$ cat config.mk
export PLATFORM = sky130hd
export DESIGN_NAME = victim_cache_ctrl
export DESIGN_NICKNAME = d
export VERILOG_FILES = /design/src/rtl/victim_cache_ctrl.sv
export SDC_FILE = /design/constraint.sdc
export NUM_CORES = 1
export LEC_CHECK = 0
export BUFFER_PORTS_ARGS = -buffer_cell sky130_fd_sc_hd__buf_4
export CAP_MARGIN = 0
export CORE_UTILIZATION = 50
export CTS_BUF_LIST = sky130_fd_sc_hd__clkbuf_16
export CTS_CLUSTER_DIAMETER = 50
export DETAILED_ROUTE_END_ITERATION = 8
export PLACE_DENSITY = 0.68
export SLEW_MARGIN = 20
export SYNTH_ARGS = -nofsm -noshare
export SYNTH_HDL_FRONTEND = slang
export SYNTH_SLANG_ARGS = --single-unit
$ cat constraint.sdc
create_clock -name clk -period 6.2 [get_ports clk]
set_input_delay 0.62 -clock clk [delete_from_list [all_inputs] [get_ports clk]]
set_output_delay 0.62 -clock clk [all_outputs]
set_load 0.05 [all_outputs]
$ cat src/rtl/victim_cache_ctrl.sv
// victim_cache_ctrl: tag/valid/dirty state and sequencing for a fully-associative victim cache.
// Lookups resolve combinationally; inserts, swaps, dirty writebacks and flushes are sequenced here.
module victim_cache_ctrl #(
    parameter int VC_ENTRIES = 4,
    parameter int ADDR_BITS  = 28,
    parameter int WAY_BITS   = $clog2(VC_ENTRIES)
) (
    input  logic                 clk,
    input  logic                 rst_n,
    input  logic                 lookup_req_i,
    input  logic [ADDR_BITS-1:0] lookup_addr_i,
    output logic                 vc_hit_o,
    output logic [WAY_BITS-1:0]  hit_way_o,
    output logic                 hit_dirty_o,
    input  logic                 extract_i,
    input  logic                 insert_i,
    input  logic [ADDR_BITS-1:0] insert_addr_i,
    input  logic                 insert_dirty_i,
    output logic                 insert_ready_o,
    output logic                 data_we_o,
    output logic [WAY_BITS-1:0]  data_way_o,
    output logic [WAY_BITS-1:0]  data_rd_way_o,
    output logic                 vc2mem_req_o,
    output logic                 vc2mem_wr_o,
    output logic [ADDR_BITS-1:0] vc2mem_addr_o,
    input  logic                 mem2vc_ack_i,
    input  logic                 flush_i,
    output logic                 flush_done_o,
    input  logic                 kill_i,
    output logic                 busy_o
);
    typedef enum logic [2:0] {S_IDLE, S_WB, S_INSERT, S_FSCAN, S_FWB, S_FDONE} state_t;

    state_t                r_state, w_next;
    logic [ADDR_BITS-1:0]  r_tag [VC_ENTRIES];
    logic [VC_ENTRIES-1:0] r_valid, r_dirty;
    logic [WAY_BITS-1:0]   r_rr, r_wb_way, r_idx;
    logic                  w_match, w_inv_any, w_hit, w_swap, w_from_rr, w_victim_dirty;
    logic                  w_idle, w_we, w_extract, w_wb, w_last, w_idx_dirty;
    logic [WAY_BITS-1:0]   w_match_way, w_inv_way, w_tgt, w_we_way, w_wb_way;

    // Descending scan so the lowest matching / invalid way is the one left standing.
    always_comb begin
        w_match     = 1'b0;
        w_match_way = '0;
        w_inv_any   = 1'b0;
        w_inv_way   = '0;
        for (int i = VC_ENTRIES - 1; i >= 0; i--) begin
            if (r_valid[i] && r_tag[i] == lookup_addr_i) begin
                w_match     = 1'b1;
                w_match_way = WAY_BITS'(i);
            end
            if (!r_valid[i]) begin
                w_inv_any = 1'b1;
                w_inv_way = WAY_BITS'(i);
            end
        end
    end

    always_comb begin
        w_idle         = r_state == S_IDLE;
        w_hit          = rst_n & lookup_req_i & w_match;
        w_swap         = extract_i & w_hit & insert_i;
        w_from_rr      = !w_swap & !w_inv_any;
        w_tgt          = w_swap ? w_match_way : (w_inv_any ? w_inv_way : r_rr);
        w_victim_dirty = w_from_rr & r_valid[r_rr] & r_dirty[r_rr];
        w_we           = rst_n & !kill_i & ((r_state == S_INSERT) |
                         (w_idle & insert_i & !flush_i & !w_victim_dirty));
        w_we_way       = (r_state == S_INSERT) ? r_wb_way : w_tgt;
        w_extract      = rst_n & !kill_i & w_idle & extract_i & w_hit;
        w_wb           = rst_n & ((r_state == S_WB) | (r_state == S_FWB));
        w_wb_way       = (r_state == S_WB) ? r_wb_way : r_idx;
        w_last         = r_idx == WAY_BITS'(VC_ENTRIES - 1);
        w_idx_dirty    = r_valid[r_idx] & r_dirty[r_idx];
    end

    always_ff @(posedge clk) begin
        if (!rst_n) r_state <= S_IDLE;
        else        r_state <= w_next;
    end

    always_comb begin
        w_next = r_state;
        case (r_state)
            S_IDLE:   w_next = flush_i ? S_FSCAN : ((insert_i & w_victim_dirty) ? S_WB : S_IDLE);
            S_WB:     w_next = mem2vc_ack_i ? S_INSERT : S_WB;
            S_INSERT: w_next = S_IDLE;
            S_FSCAN:  w_next = w_idx_dirty ? S_FWB : (w_last ? S_FDONE : S_FSCAN);
            S_FWB:    w_next = !mem2vc_ack_i ? S_FWB : (w_last ? S_FDONE : S_FSCAN);
            default:  w_next = S_IDLE;
        endcase
        if (kill_i) w_next = S_IDLE;
    end

    always_comb begin
        vc_hit_o       = w_hit;
        hit_way_o      = w_hit ? w_match_way : '0;
        hit_dirty_o    = w_hit & r_dirty[w_match_way];
        insert_ready_o = w_we;
        data_we_o      = w_we;
        data_way_o     = w_we ? w_we_way : '0;
        data_rd_way_o  = w_wb ? w_wb_way : hit_way_o;
        vc2mem_req_o   = w_wb & !kill_i;
        vc2mem_wr_o    = vc2mem_req_o;
        vc2mem_addr_o  = vc2mem_req_o ? r_tag[w_wb_way] : '0;
        flush_done_o   = rst_n & (r_state == S_FDONE);
        busy_o         = rst_n & (r_state != S_IDLE);
    end

    // Extract clears before the insert write so a swap leaves the new line valid.
    always_ff @(posedge clk) begin
        if (!rst_n) begin
            r_valid  <= '0;
            r_dirty  <= '0;
            r_rr     <= '0;
            r_wb_way <= '0;
            r_idx    <= '0;
        end else if (kill_i) begin
            r_idx <= '0;
        end else begin
            if (w_extract) begin
                r_valid[w_match_way] <= 1'b0;
                r_dirty[w_match_way] <= 1'b0;
            end
            if (w_we) begin
                r_tag[w_we_way]   <= insert_addr_i;
                r_valid[w_we_way] <= 1'b1;
                r_dirty[w_we_way] <= insert_dirty_i;
            end
            if (w_we && ((r_state == S_INSERT) || w_from_rr)) r_rr <= r_rr + WAY_BITS'(1);
            if (w_idle && insert_i && w_victim_dirty) r_wb_way <= r_rr;
            if (w_wb && mem2vc_ack_i) r_dirty[w_wb_way] <= 1'b0;
            if (r_state == S_FWB && mem2vc_ack_i) r_valid[r_idx] <= 1'b0;
            if (r_state == S_FSCAN && !w_idx_dirty) r_valid[r_idx] <= 1'b0;
            // Index wraps to 0 after the last entry since VC_ENTRIES is a power of two.
            if ((r_state == S_FSCAN && !w_idx_dirty) || (r_state == S_FWB && mem2vc_ack_i))
                r_idx <= r_idx + WAY_BITS'(1);
        end
    end
endmodule

Yosys cells after proc, flatten, opt, wreduce, memory -nomap -nowiden

Memory sizes are Yosys's and may differ from the RTL's.
Cells that the tools add are included.

Register bits after elaboration: 17
Bits in writable memories: 112
Output and inout bits: 42
Word-level logic and storage cells: 161
Memories kept: 1

Add/sub/neg operators: 2
Magnitude comparators: 9
Equal/unequal tests: 10
Multiplexer cells: 71
Bitwise logic cells: 35
Reduce and logical (&&, ||, !) cells: 27

Memory list:

| name  | words | width | rd ports | clocked after Yosys merged registers in | wr ports | RTL line | text |
|---|---|---|---|---|---|---|---|
| r_tag | 4     | 28    | 5        | 0                                       | 1        | 35       | `logic [ADDR_BITS-1:0] r_tag [VC_ENTRIES];` |

Operators by type and width:

| operator                                             | number |
|---|---|
| equality test 28 bit                                 | 4 |
| two-way mux 4 bit                                    | 17 |
| two-way mux 2 bit                                    | 17 |
| two-way mux 28 bit                                   | 1 |
| AND 1 bit                                            | 22 |
| two-way mux 1 bit                                    | 22 |
| AND 4 bit                                            | 5 |
| < comparator 2 x 3 -> 1 bit (second input constant)  | 5 |
| logical AND 1 bit                                    | 14 |
| NOT 4 bit                                            | 3 |
| one-hot mux 3 bit (4 select lines)                   | 1 |
| binary-select mux 1 bit (select 2 bit)               | 5 |
| two-way mux 3 bit                                    | 3 |
| demux 1 bit (select 2 bit)                           | 4 |
| >= comparator 2 x 1 -> 1 bit (second input constant) | 4 |
| equality test 3 x 2 -> 1 bit (second input constant) | 2 |
| equality test 3 bit (second input constant)          | 2 |
| zero test 1 bit                                      | 6 |
| adder 2 x 1 -> 2 bit (second input constant)         | 2 |
| bitwise mux 4 bit                                    | 1 |
| bitwise OR 4 bit                                     | 1 |
| AND reduction 2 bit                                  | 2 |
| equality test 3 x 1 -> 1 bit (second input constant) | 1 |
| zero test 3 bit                                      | 1 |
| other kinds (6)                                      | 9 |

Logic depth before layout (Yosys ltp)

Depth in word-level cells: 26
Gate-level depth with buffers: 11
Mapped depth without buffers: 9

Least setup slack after synthesis

Ideal clock, no wire load.

Path kind: in2reg
Start: in lookup_addr_i[23]
End: mem r_tag[2][0] (enable)
Library setup time: 0.436 ns
Arrival time: 4.086 ns
Data required time: 5.764 ns
Setup slack: 1.678 ns
Stages on the path: 9
Cells stage by stage: buf_4 > xnor2_2 > nand4_1 > or4_4 > nor4_4 > or4_1 > buf_4 > a21boi_1 > nor4_2

Longest elaborated chain between the ends: 21

RTL lines:

| element                                 | RTL line | text |
|---|---|---|
| start, declared                         | 11       | `input logic [ADDR_BITS-1:0] lookup_addr_i,` |
| equality test 28 bit                    | 49       | `if (r_valid[i] && r_tag[i] == lookup_addr_i) begin` |
| logical AND 1 bit                       | 49       |  |
| two-way mux 1 bit (4 in a row)          | 49       |  |
| AND 1 bit                               | 62       | `w_hit = rst_n & lookup_req_i & w_match;` |
| AND 1 bit (2 in a row)                  | 63       | `w_swap = extract_i & w_hit & insert_i;` |
| zero test 1 bit                         | 64       | `w_from_rr = !w_swap & !w_inv_any;` |
| AND 1 bit                               | 64       |  |
| AND 1 bit (2 in a row)                  | 66       | `w_victim_dirty = w_from_rr & r_valid[r_rr] & r_dirty[r_rr];` |
| zero test 1 bit                         | 68       | `(w_idle & insert_i & !flush_i & !w_victim_dirty));` |
| AND 1 bit                               | 68       |  |
| bitwise OR 1 bit                        | 67       | `w_we = rst_n & !kill_i & ((r_state == S_INSERT) \|` |
| AND 1 bit                               | 67       |  |
| two-way mux 1 bit                       | 125      | `if (w_we) begin` |
| two-way mux 1 bit                       | 118      | `end else if (kill_i) begin` |
| two-way mux 1 bit                       | 112      | `if (!rst_n) begin` |
| two-way mux 1 bit (not written as such) | 126      | `r_tag[w_we_way] <= insert_addr_i;` |
| end, declared                           | 35       |  |

Several ways; a longest one is shown, not always the timed one.

Worst setup path in the final report

Start: reg r_state[0]
End: out vc2mem_addr_o[19]

Longest elaborated chain between the ends: 5

RTL lines:

| element                                                                          | RTL line | text |
|---|---|---|
| start, declared                                                                  | 34       | `state_t r_state, w_next;` |
| start signal, assigned                                                           | 79       | `else r_state <= w_next;` |
| parallel branches: the longest is 4 deep, another holds memory read (4 x 28 bit) | --       |  |
| two-way mux 28 bit *                                                             | 105      | `vc2mem_addr_o = vc2mem_req_o ? r_tag[w_wb_way] : '0;` |
| end, declared                                                                    | 25       | `output logic [ADDR_BITS-1:0] vc2mem_addr_o,` |

Mark *: on every way between the ends.

==> metrics.yaml <==
status:
  status: "finished, final reports clean"
global_routing:
  grt_pass1_wl_um: 31000
  grt_max_degree: 31
  vias_in_the_first_global_route: 5326
  antenna_violations_before_repair: 0
  grt.total_usage: 0.289
  grt_overflow_total: 0
synthesis:
  main_combinational_cell_family_by_area_after_synthesis: "simple AND/OR/NAND/NOR gates"
  cell_area_synth_mm2: 0.00744
  postSynth.topFlopCell: "sky130_fd_sc_hd__edfxtp_1"
  synth.avg_cell_area_um2: 12.4
  muxShareOfSynthArea: 0.103
  synth.top_cell.area_share: 0.452
  synth_async_sr_flop_share: 0
  synth_sequential_area_ratio: 0.498
  synth_cell_type_count: 65
  number_of_flops_mapped_to_enable_cells_by_yosys: 112
  synth-compound-area-share: 0.0612
  synth.top_cells.by_area: "sky130_fd_sc_hd__edfxtp_1 (45%), sky130_fd_sc_hd__mux4_2 (9.1%), sky130_fd_sc_hd__xnor2_1 (8.0%)"
  synthDominantAreaCellType: "sky130_fd_sc_hd__edfxtp_1"
  xor_xnor_cell_area_share_of_the_yosys_netlist: 0.138
  synth_fp_nets: 671
  yosys_register_bits: 129
  most_numerous_cell_in_the_yosys_netlist: "sky130_fd_sc_hd__edfxtp_1"
  postSynthCellCount: 602
  synthSimpleGateAreaFrac: 0.167
  post_synth_fa_ha_maj_area_fraction: 0.00672
  synth_common_cells: "sky130_fd_sc_hd__edfxtp_1 (112), sky130_fd_sc_hd__xnor2_1 (68), sky130_fd_sc_hd__nand2_1 (44), sky130_fd_sc_hd__xor2_1 (44)"
  synth_warnings: 0
cts:
  clockRootBuffer: "sky130_fd_sc_hd__clkbuf_16"
  clkTransAtPathRegs_ns: 0.06
  clock_sink_count: 129
  ctsResizeCount: 0
  clock_path_buffers: 2
  holdBufCountCts: 0
  tritoncts: "built"
  cts-buffers-inserted: 17
  clock_insertion_delay_worst_skew_ns: 0.43
  htree_num_levels: 4
  postCtsSetupRepairBufs: 0
critical_path:
  worst_setup_path_start_kind: "flop"
  critPathRequiredTime_ns: 5.58
  timing.setup.critical_path_class: "reg2out"
  cp-end-kind: "output port"
  cp_max_fo: 12
  crit_path_cell_chain: "nor2b_1 -> nor2b_1 -> mux2i_4 -> buf_4 -> mux4_2 -> and2_1 -> buf_4"
  r2r_setup_slack_ns: 2.39
  cp_slowest_cell: "sky130_fd_sc_hd__mux2i_4"
  crit_path_largest_cell_delay_ns: 0.73
  arrival_ns: 3.86
detailed_routing:
  route.detailed.drc: 0
  dr_total_vias: 5460
  drt-wirelength-per-cell_um: 23.4
  antenna_left: 0
  detail_route.first_pass.iterations: 5
  vias_per_cell: 6.03
  finalWirelength_um: 21200
  detail_route.iter0.violations: 460
sta:
  rsz_0062_raised_after_global_routing: "false"
  least_margin_pin_slew_ns: 1.03
  slew_viol_final: 0
  clock-skew-final_ns: 0.00954
  finalSetupViolCount: 0
  hold-worst-slack_ns: 0.390
  worst_slew_margin_rel: 0.310
  max_freq_mhz: 223
  report.final.hold_viol_count: 0
  finalCritPeriodShare: 0.723
  finalWorstPathRequiredPeriod_ns: 4.48
  totalNegativeSetupSlack_ns: 0
placement:
  place_hpwl_um: 15800
  placement.io_buffers: 106
  place.gp.congestion: 0.914
floorplanning:
  ios: 107
  fp.coreArea_mm2: 0.0145
  die_w_um: 124
  initial_utilization: 0.512
  fp.dieArea_mm2: 0.0154
  chipHeight_um: 124
  core.rowCount: 44
finish:
  finalNetCount: 778
  n_fill_cell: 1145
  drive_gt1_frac: 0.280
  multi_input_comb_area_mm2: 0.00358
  diodes: 0
  area_growth_pct: 20.7
  register_area_mm2: 0.00370
worst_hold_path:
  hold_class: "in2reg"
power:
  design_power_total_mw: 2.12
  p_per_area_mw_per_mm2: 236
  ir_worst_vdd_uv: 170
  cellLeakagePower_nw: 3.14
run:
  timing.max_cap.violations: 0
==> worst paths after layout <==
kind                                         from                 to  cells after the start
worst max register to register       r_tag[1][11]       r_tag[1][24]                      7
worst min-delay path            insert_addr_i[20]       r_tag[3][20]                      1
worst min register to register            r_rr[1]            r_rr[1]                      1
worst max-delay path                   r_state[0]  vc2mem_addr_o[19]                      7
==> routing by layer <==
metal  vias to the layer above  routed length [um]  share of wire  GRT usage
li1                       2496                   -              -          -
met1                      2697                8630           0.41      0.361
met2                       217               10400           0.49      0.476
met3                        50                1310          0.062     0.0600
met4                         0                 851          0.040      0.143
met5                         -                   0              0          0
==> final cells by class <==
class / instances / share of cell area
Clock inverter: 15 / 0.0163
Timing Repair Buffer: 113 / 0.0944
Tap cell: 184 / 0.0256
Clock buffer: 17 / 0.0473
Sequential cell: 129 / 0.412
Inverter: 14 / 0.00585
Multi-Input combinational cell: 434 / 0.398
==> cell families (layout without fill, tap and decap cells) <==
kind of cell / Yosys count / count (layout)
adders and majority gates: 4 / 4
muxes: 39 / 39
and+or+nand+nor: 214 / 214
buffers and inverters: 39 / 159
xor gates and xnor gates: 115 / 115
AOI/OAI and AO/OA: 62 / 62
DFF: 129 / 129
==> metrics by stage <==
step / instance area, um2 / worst slack (ns) / cells / util
floorplan: 7440 / 1.68 / 602 / -
global placement: 8410 / 2.13 / 874 / 0.579
detailed placement: 8410 / 2.07 / 874 / 0.579
CTS: 8990 / 1.71 / 906 / 0.618
global route: 8990 / 1.50 / 906 / 0.618
finish: 8990 / 1.72 / 906 / 0.618
==> state kept, by name, summed over array words and instances, names as in the netlist <==
| register | flops |
|---|---|
| r_rr | 2 |
| r_tag | 112 |
| r_wb_way | 2 |
| r_state | 3 |
| r_valid | 4 |
| r_dirty | 4 |
| r_idx | 2 |
==> power breakdown <==
part,switching (mW),internal [mW]
Sequential,0.00826,0.952
Combinational,0.113,0.0767
Clock,0.408,0.561
Total,0.529,1.59
==> worst max-delay path, delay by kind of cell (launching register included) <==
kind	cells	cell delay (ns)
mux	2	1.28
flops	1	0.52
buf+inv	2	0.60
simple gates	3	1.02
==> cells in the final DEF, fill, tap and decap left out, drive strengths merged, types with 10 or more instances in the layout <==
master  instances
dfxtp          17
buf           113
xnor2          71
o21ai          13
nand4          31
mux4           30
a21oi          17
edfxtp        112
xor2           44
inv            22
nor2           26
nor4           22
clkbuf         17
and2           32
nand3          12
nand2          44
or4            10
No activity file was read; power rests on OpenSTA's default activity.
